==> config.mk <==
export PLATFORM = sky130hd
export DESIGN_NAME = dot_product_acc_16
export DESIGN_NICKNAME = d
export VERILOG_FILES = /design/src/rtl/dot_product_acc_16.sv
export SDC_FILE = /design/constraint.sdc
export NUM_CORES = 1
export LEC_CHECK = 0
export ABC_AREA = 0
export CAP_MARGIN = 10
export CELL_PAD_IN_SITES_DETAIL_PLACEMENT = 1
export CELL_PAD_IN_SITES_GLOBAL_PLACEMENT = 1
export CORE_MARGIN = 2
export CORE_UTILIZATION = 44
export CTS_BUF_LIST = sky130_fd_sc_hd__clkbuf_4
export CTS_CLUSTER_DIAMETER = 80
export DETAILED_ROUTE_END_ITERATION = 8
export HOLD_SLACK_MARGIN = 0.02
export PLACE_DENSITY_LB_ADDON = 0.1
export SLEW_MARGIN = 20
export SYNTH_ARGS = -nofsm -noshare
export SYNTH_HDL_FRONTEND = slang
export SYNTH_SLANG_ARGS = --single-unit
==> constraint.sdc <==
create_clock -name clk -period 6.38 [get_ports clk]
set_clock_uncertainty 0.1 [all_clocks]
set_input_delay 0.638 -clock clk [delete_from_list [all_inputs] [get_ports clk]]
set_output_delay 0.638 -clock clk [all_outputs]
set_load 0.03 [all_outputs]
==> src/rtl/dot_product_acc_16.sv <==
// Sequential dot-product engine: registered operands feed multiplier_16, and the
// registered 32-bit products are summed into an ACC_W-bit accumulator with a sticky overflow flag.

module multiplier_16 (
  input  logic [15:0] a,
  input  logic [15:0] b,
  output logic [31:0] product
);
  assign product = a * b;
endmodule

module dot_product_acc_16 #(
  parameter int ACC_W = 40,
  parameter int LEN_W = 8
) (
  input  logic             clk,
  input  logic             rst,
  input  logic             start,
  input  logic [LEN_W-1:0] len,
  input  logic             in_valid,
  output logic             in_ready,
  input  logic [15:0]      A,
  input  logic [15:0]      B,
  output logic             out_valid,
  input  logic             out_ready,
  output logic [ACC_W-1:0] result,
  output logic             overflow,
  output logic             busy
);

  typedef enum logic [1:0] {IDLE, RUN, DRAIN, DONE} state_t;

  state_t           state, state_nxt;
  logic [LEN_W-1:0] cnt;
  logic [15:0]      op_a, op_b;
  logic             op_valid;
  logic [31:0]      mul_p, prod;
  logic             prod_valid;
  logic [ACC_W-1:0] acc;
  logic             ovf;
  logic [ACC_W:0]   sum;
  logic             accept;

  multiplier_16 u_mul (
    .a       (op_a),
    .b       (op_b),
    .product (mul_p)
  );

  assign accept   = in_valid && (state == RUN);
  assign sum      = {1'b0, acc} + (ACC_W + 1)'(prod);
  assign result   = acc;
  assign overflow = ovf;

  always_comb begin
    state_nxt = state;
    in_ready  = 1'b0;
    out_valid = 1'b0;
    busy      = 1'b1;
    case (state)
      IDLE: begin
        busy = 1'b0;
        if (start) state_nxt = (len == '0) ? DONE : RUN;
      end
      RUN: begin
        in_ready = 1'b1;
        if (in_valid && cnt == LEN_W'(1)) state_nxt = DRAIN;
      end
      // Once the operand stage is empty, the product still in flight is
      // absorbed by the accumulator on this same edge, so DONE sees the full sum.
      DRAIN: begin
        if (!op_valid) state_nxt = DONE;
      end
      DONE: begin
        out_valid = 1'b1;
        if (out_ready) state_nxt = IDLE;
      end
      default: state_nxt = IDLE;
    endcase
  end

  always_ff @(posedge clk) begin
    if (rst) begin
      state      <= IDLE;
      cnt        <= '0;
      op_a       <= '0;
      op_b       <= '0;
      op_valid   <= 1'b0;
      prod       <= '0;
      prod_valid <= 1'b0;
      acc        <= '0;
      ovf        <= 1'b0;
    end else begin
      state      <= state_nxt;
      op_valid   <= accept;
      prod_valid <= op_valid;
      if (accept) begin
        op_a <= A;
        op_b <= B;
      end
      if (op_valid) prod <= mul_p;
      if (state == IDLE && start) begin
        cnt <= len;
        acc <= '0;
        ovf <= 1'b0;
      end else begin
        if (accept) cnt <= cnt - LEN_W'(1);
        if (prod_valid) begin
          acc <= sum[ACC_W-1:0];
          ovf <= ovf | sum[ACC_W];
        end
      end
    end
  end

endmodule

### Word level (Yosys, flattened, before mapping)

Cells that the tools add are included.

| storage, ports and cells | value |
|---|---|
| word-level logic and storage cells | 40 |
| input port bits | 45 |
| output and inout port bits | 44 |
| register bits after elaboration | 117 |

| operators by class | value |
|---|---|
| eq/ne operators | 8 |
| $mul | 1 |
| add/subtract/negate cells | 2 |
| reductions and logical operators | 8 |
| muxes and demuxes | 11 |
| bitwise gates (word level) | 1 |

Operators with widths:

| kind | number |
|---|---|
| 40-bit by 32-bit adder with 41-bit output | 1 |
| 16-bit by 16-bit multiplier with 32-bit output | 1 |
| 8-bit two-way mux | 2 |
| 2-bit two-way mux | 5 |
| 8-bit by 1-bit == test with 1-bit output, second input constant | 1 |
| 8-bit logical NOT | 1 |
| 2-bit one-hot mux with 4 select lines | 1 |
| 8-bit by 1-bit subtractor with 8-bit output, second input constant | 1 |
| 2-bit inequality test, second input constant | 3 |
| 2-bit == test, second input constant | 2 |
| 4-bit AND reduction | 1 |
| 1-bit logical AND | 3 |
| 1-bit two-way mux | 3 |
| 2-bit by 1-bit == test with 1-bit output, second input constant | 1 |
| 2-bit logical NOT | 1 |
| 2-bit by 1-bit inequality test with 1-bit output, second input constant | 1 |
| 2-bit nonzero test | 1 |
| 2-bit OR reduction | 1 |
| 1-bit OR | 1 |

### Longest topological paths before layout

Gate-level depths: netlist of the first run.

| logic depth | value |
|---|---|
| depth after elaboration | 4 |
| gate-level depth with buffers | 23 |
| gate-level depth less buffers | 22 |

### By module

Synthesis of the first run repeated with hierarchy kept, for this count alone.

| unflattened totals | value |
|---|---|
| cell total of the unflattened synthesis | 1746 |
| area total of the unflattened synthesis | 14939.3 sq um |

Modules (own cells, without submodules):

| module | sequential area each (sq um) | cells each | instances | area an instance (sq um) |
|---|---|---|---|---|
| multiplier_16 | 0.0 | 1026 | 1 | 8794.7 |
| dot_product_acc_16 | 2342.2 | 720 | 1 | 6144.6 |

### Worst setup path before layout of the first run

No wires, ideal clock.

| path | value |
|---|---|
| path type | register to register |
| start point | register op_b[1] |
| end point | register prod[28] |
| path slack | 354 ps |
| path buffers | 1 |
| data arrival time | 5831 ps |
| setup time | 95 ps |
| stages on the path, launching flop included | 20 |
| required time | 6185 ps |
| cell sequence | dfxtp_1 > clkbuf_1 > nand2_1 > fa_1 > fa_1 > fa_1 > fa_1 > inv_1 > fa_1 > inv_1 > fa_1 > inv_1 > ha_1 > a21o_1 > a221oi_1 > o22ai_1 > a31oi_1 > o21ai_1 > a221o_1 > o311ai_1 |

| between the ends | value |
|---|---|
| cells in the longest elaborated chain, start to end | 1 |

RTL lines:

| item | RTL line | RTL |
|---|---|---|
| start: declaration | 35 | `logic [15:0] op_a, op_b;` |
| start signal: assignment | 87 | `op_b <= '0;` |
| start signal: assignment | 99 | `op_b <= B;` |
| 16-bit by 16-bit multiplier with 32-bit output | 9 | `assign product = a * b;` |
| end signal: assignment | 101 | `if (op_valid) prod <= mul_p;` |
| end: declaration | 37 | `logic [31:0] mul_p, prod;` |

Every way passes these cells.
A chain may end at the register's enable or synchronous reset.

### Worst setup path in the final report of the first run

| path | value |
|---|---|
| start point | register op_a[3] |
| end point | register prod[28] |

| between the ends | value |
|---|---|
| cells in the longest elaborated chain, start to end | 1 |

RTL lines:

| item | RTL line | RTL |
|---|---|---|
| start: declaration | 35 |  |
| start signal: assignment | 86 | `op_a <= '0;` |
| start signal: assignment | 98 | `op_a <= A;` |
| 16-bit by 16-bit multiplier with 32-bit output | 9 |  |

Every way passes these cells.

==> summary.md, run 1 <==
| Metric | Value |
|---|---|
| Critical Path AT | 6.51 ns |
| Post-synth EDFFs | 0 |
| Die height | 187 um |
| Clock Latency Late Sink | 0.62 ns |
| Placed cells | 2242 |
| TritonCTS clock tree | yes |
| Slowest stage delay, CP | 0.67 ns |
| R2R Setup Slk | 0.28 ns |
| Clock-pin slew on the worst setup and hold paths | 0.15 ns |
| Critical path type | register to register |
| Clk sinks | 117 |
| Distinct cells, synth | 71 |
| Syn Nets | 2112 |
| H-tree Lvls | 4 |
| Most frequent cells in the layout | 259 x inv_1, 241 x nand2_1, 195 x fa_1 |
| CP dominant cell by count | fa_1 |
| First-pass GRT wire length | 68.6 mm |
| Worst Reg-to-Reg Cells | 17 |
| Fillers | 3951 |
| Final WL | 42.0 mm |
| Final Critical Period | 6.10 ns |
| Vias in the first global route | 13100 |
| CP startpoint kind | register |
| Slew HR | 49.4% |
| Pre-CTS setup slack | -0.0160 ns |
| Finished Layout Cells | 2276 |
| Cell Chain, Critical Path | and2_1 > fa_1 > fa_1 > fa_1 > fa_1 > fa_1 > inv_1 > fa_1 > inv_1 > ha_1 > a21oi_1 > o21ai_1 > a221o_1 > a31oi_2 > o21ai_2 > a221o_1 > o311ai_1 |
| Fin util | 50.2% |
| Worst-Margin Slew | 0.760 ns |
| Clock buffer count from CTS | 17 |
| Worst flop-to-flop path endpoint | prod[28] |
| P&R area growth vs syn | 13.0% |
| Die width | 187 um |
| GR Util All Layers | 24.7% |
| Post-detailed-route count of antenna-violating nets | 0 |
| Post-Syn Instances | 1729 |
| WL/cell | 18.5 um |
| Row cnt | 67 |
| Crit path required time | 6.79 ns |
| Worst Slack Setup Final | 0.283 ns |
| Area share of the largest cell type after synthesis | 26.4% |
| # Post-CTS Setup Buffers | 0 |
| Initial Utilization | 44.4% |
| GRT overflow | 0 |
| Post-synthesis sequential area ratio | 15.9% |
| DR vias/cell | 5.37 |
| Synth Warn # | 0 |
| Run status | complete, no violations |
| Leakage | 8.01 nW |
| Total chip power | 2.22 mW |
| Max-slew violations | 0 |
| Placed cell area | 16300 um2 |
| Num ports | 89 |
| Drc violations | 0 |
| Final worst path period share | 95.6% |
| Post-DP HPWL | 34.4 mm |
| Hold Path Class | input pin to register |
| CP Max Fanout | 12 |
| Yosys top cell by area | fa_1 |
| FF+latch area | 2380 um2 |
| Final Setup Violations | 0 |
| Via count | 12200 |
| Peak VDD IR | 0.147 mV |
| First DRT Iteration DRCs | 388 |
| Layout cells sized above 1 | 7.56% |
| GP Congestion | 0.851 |
| MaxCap Viol Count | 0 |
| Main flop type after synthesis | dfxtp_1 |
| Final Cell Area | 16700 um2 |
| Synthesized area per cell | 8.54 um2 |
| Worst r2r src | op_a[3] |
| Drt first pass iters | 5 |
| CP startpoint | op_a[3] |
| Post-layout nets | 2196 |
| Area of the multi-input gates | 11200 um2 |
| Ranking of synthesized cells by area | fa_1 26%, dfxtp_1 16%, ha_1 12%, inv_1 6.6%, nand2_1 6.1% |
| Slowest CP cell | dfxtp_1 |
| Buffer depth of the longest clock path | 2 |
| Hold_buf cts | 0 |
| Final Hold Viols | 0 |
| Pin count of the biggest net entering global routing | 70 |
| Root Buffer | clkbuf_4 |
| Setup crit end kind | register |
| Async set-reset flop share out of synthesis | 0% |
| FMAX | 0.164 GHz |
| Initial antenna violation count | 2 |
| Flops & latches, synth | 117 |
| Port bufs | 88 |
| Worst setup path endpoint | prod[28] |
| Die area | 35100 um2 |
| Core area | 33300 um2 |
| Power Dens Cells | 133 nW/um2 |
| Mapped cell area | 14800 um2 |
| Commonest non-fill, non-tap cell in the layout | inv_1 |
area by class of cell:
type	instances	area share [%]
inverter	259	5.82
timing repair buffer	141	7.78
antenna	2	0.0300
multi-input combinational	1277	67.1
tap	448	3.36
sequential	117	14.3
clock inverter	15	0.862
clock buffer	17	0.765
power by group:
group / switching, mW / internal, mW
sequential: 0.114 / 0.792
clock: 0.373 / 0.201
combinational: 0.452 / 0.286
total: 0.939 / 1.28
kinds of logic (layout without fill, tap and decap cells):
| kind of cell | after synthesis | in the layout | synth area share, % |
|---|---|---|---|
| AOI/OAI and AO/OA | 281 | 281 | 12.4 |
| adders and majority gates | 338 | 338 | 38.5 |
| other | 0 | 2 | 0 |
| DFF | 117 | 117 | 15.9 |
| and+or+nand+nor | 567 | 567 | 18.9 |
| muxes | 40 | 40 | 2.71 |
| buffers and inverters | 335 | 432 | 8.55 |
| xor gates and xnor gates | 51 | 51 | 3.02 |
cells in the mapped netlist, types with 11 or more instances:
library cell  instances
fa_1                195
o21ai_0              34
a21o_1               37
xor2_1               16
o211ai_1             11
and2_1              130
a211oi_1             20
clkbuf_1             63
xnor2_1              35
nand2b_1             12
mux2i_1              40
a21oi_1             100
nand3_1              25
ha_1                143
nor2_1               75
a31oi_1              11
inv_1               259
dfxtp_1             117
nand2_1             241
worst max-delay path: cells and delay by family, from the launching register on:
kind,cells,cell delay [ns]
AOI/OAI and AO/OA,7,1.69
adders and majority gates,7,3.20
buffers and inverters,2,0.09
DFF,1,0.67
and+or+nand+nor,1,0.24
how the worst min path moves through the flow:
stage / to / slack, ns / cells past startpoint / from
floorplan: prod[0] / 0.35 / 2 / prod[0]
global placement: overflow / 0.33 / 2 / overflow
detailed placement: overflow / 0.34 / 2 / overflow
CTS: op_b[15] / 0.29 / 2 / rst
global route: op_b[15] / 0.33 / 2 / rst
finish: op_b[15] / 0.34 / 2 / rst
what timing repair did:
| action | in CTS | in global routing |
|---|---|---|
| gates cloned | 0 | 0 |
| endpoints found under the setup margin | 3 | 7 |
| resized for setup | 4 | 28 |
| pin swaps | 0 | 2 |
| endpoints found under the hold margin | 0 | 0 |
flip-flops by register name, summed over array words and instances, names as in the netlist:
register    count
cnt             8
op_a           16
op_b           16
op_valid        1
overflow        1
prod           32
prod_valid      1
result         40
state           2
layer usage:
metal	wire length, um	track usage (%)
met1	18900	32.1
met3	1180	2.93
met5	0	0
met2	21300	44.0
met4	655	5.56
metrics by stage:
stage	TNS, ns	hold WS, ns
floorplan	0	0.350
global placement	0	0.334
detailed placement	-0.0160	0.337
CTS	0	0.289
global route	-0.00288	0.327
finish	0	0.344
(Power assumes the default switching activity.)
==> run 2, diff against run 1 <==
Settings changed: CELL_PAD_IN_SITES_DETAIL_PLACEMENT 1 to not set, CELL_PAD_IN_SITES_GLOBAL_PLACEMENT 1 to not set, CORE_UTILIZATION 44 to 25, CTS_BUF_LIST sky130_fd_sc_hd__clkbuf_4 to sky130_fd_sc_hd__clkbuf_8 sky130_fd_sc_hd__clkbuf_16, PLACE_DENSITY_LB_ADDON 0.1 to not set.
==> summary.md, run 2 (synthesis results as in run 1) <==
| Metric | Value |
|---|---|
| Drc violations | 0 |
| Clk network pwr share | 39.0% |
| Pin count of the biggest net entering global routing | 54 |
| Root Buffer | clkbuf_16 |
| P&R area growth vs syn | 17.2% |
| Leakage | 8.11 nW |
| FMAX | 0.162 GHz |
| Cell Chain, Critical Path | and2_1 > fa_1 > inv_1 > fa_1 > fa_1 > inv_1 > fa_1 > fa_1 > inv_1 > fa_1 > inv_1 > ha_1 > and4_1 > o211ai_1 > o22ai_1 > a31oi_1 > o21ai_2 > o21ai_0 > or4b_1 > nand3_1 |
| Sequential power share | 35.1% |
| Die area | 61000 um2 |
| WL/cell | 14.7 um |
| DR vias/cell | 4.67 |
| # Post-CTS Setup Buffers | 0 |
| Slew HR | 48.1% |
| Core area | 58700 um2 |
| Final Cell Area | 17300 um2 |
| Switching power | 947 uW |
| Post-cts sizing count | 0 |
| Critical path type | register to register |
| Final Setup Violations | 0 |
| Via count | 12100 |
| Peak VDD IR | 0.196 mV |
| Most frequent cells in the layout | 260 x inv_1, 241 x nand2_1, 195 x fa_1 |
| Initial Utilization | 25.2% |
| Slowest CP cell | fa_1 |
| CP Max Fanout | 17 |
| Num ports | 89 |
| H-tree Lvls | 4 |
| Post-detailed-route count of antenna-violating nets | 0 |
| Critical Path AT | 6.44 ns |
| GR Util All Layers | 12.7% |
| Vias in the first global route | 12300 |
| Run status | complete, no violations |
| Die width | 247 um |
| Hold Path Class | register to register |
| Layout cells sized above 1 | 6.71% |
| Power Dens Cells | 152 nW/um2 |
| MaxCap Viol Count | 0 |
| Post-layout nets | 2187 |
| Placed cells | 2558 |
| Placed cell area | 16700 um2 |
| Final Hold Viols | 0 |
| Max-slew violations | 0 |
| Slowest stage delay, CP | 0.53 ns |
| Final worst path period share | 96.8% |
| Clk sinks | 117 |
| Final WL | 38.1 mm |
| Die height | 247 um |
| CP startpoint kind | register |
| Switching Share | 35.9% |
| # diodes | 0 |
| Worst-Margin Slew | 0.778 ns |
| First DRT Iteration DRCs | 766 |
| Setup TNS | 0 ns |
| Row cnt | 89 |
| Total chip power | 2.64 mW |
| First-pass GRT wire length | 62.5 mm |
| Hold_buf cts | 0 |
| GP Congestion | 0.879 |
| Crit path required time | 6.64 ns |
| GRT overflow | 0 |
| Int Power | 1.69 mW |
| TritonCTS clock tree | yes |
| Final hold slack | 0.350 ns |
| Drt first pass iters | 5 |
| Number of flip-flops in the largest register | 40 |
| Fin util | 29.5% |
| Final Critical Period | 6.18 ns |
| Clock buffer count from CTS | 17 |
| Finished Layout Cells | 2590 |
| Gate power share | 25.8% |
| Port bufs | 88 |
| Worst Slack Setup Final | 0.205 ns |
| Initial antenna violation count | 0 |
| Setup crit end kind | register |
| Buffer depth of the longest clock path | 2 |
| Pre-CTS setup slack | 0.0195 ns |
| Post-DP HPWL | 30.9 mm |
| Clock-pin slew on the worst setup and hold paths | 0.06 ns |
| Commonest non-fill, non-tap cell in the layout | inv_1 |
| CP dominant cell by count | fa_1 |
| Clock Latency Late Sink | 0.43 ns |
## run 2: cell count changes in the layout (fill, tap and decap cells not counted), sizes merged
cell and delta:
buf -9, bufinv +2, clkinv -2, diode -2, clkbuf +1, inv -1
## run 2: per-layer routing
metal / wire length [um] / GRT usage (%)
met1: 17300 / 16.7
met2: 18400 / 21.7
met3: 1840 / 2.11
met4: 616 / 2.94
met5: 0 / 0
## run 2: final timing paths
check,start,to,depth (start not counted),slack (ns)
setup / recovery,op_b[4],prod[26],20,0.20
hold / removal,overflow,overflow,2,0.35
setup reg to reg,op_b[4],prod[26],20,0.20
hold reg to reg,overflow,overflow,2,0.35
## run 2: worst max-delay path, delay by kind of cell (launching register included)
| kind | cells | cell delay [ns] |
|---|---|---|
| AOI/OAI and AO/OA | 5 | 1.01 |
| DFF | 1 | 0.41 |
| and+or+nand+nor | 4 | 1.03 |
| adders and majority gates | 7 | 3.38 |
| buffers and inverters | 4 | 0.20 |
## run 2: power by group through the flow
| stage | combinational, mW | clock (mW) | sequential (mW) |
|---|---|---|---|
| 6_report | 0.682 | 1.03 | 0.926 |
| 5_1_grt | 0.763 | 1.08 | 0.937 |
| 4_1_cts | 0.686 | 1.05 | 0.917 |
| 3_5_place_dp | 0.682 | 0 | 0.932 |
| 3_3_place_gp | 0.669 | 0 | 0.927 |
| 2_1_floorplan | 0.478 | 0 | 0.854 |
## run 2: area by class of cell
cell class | instances | area [um2]
fillers | 6102 | 41400
clock buffers | 18 | 439
multi-input cells | 1277 | 11200
flip-flops and latches | 117 | 2370
well taps | 773 | 967
clock inverters | 14 | 174
repair buffers | 132 | 1210
inverters | 259 | 972
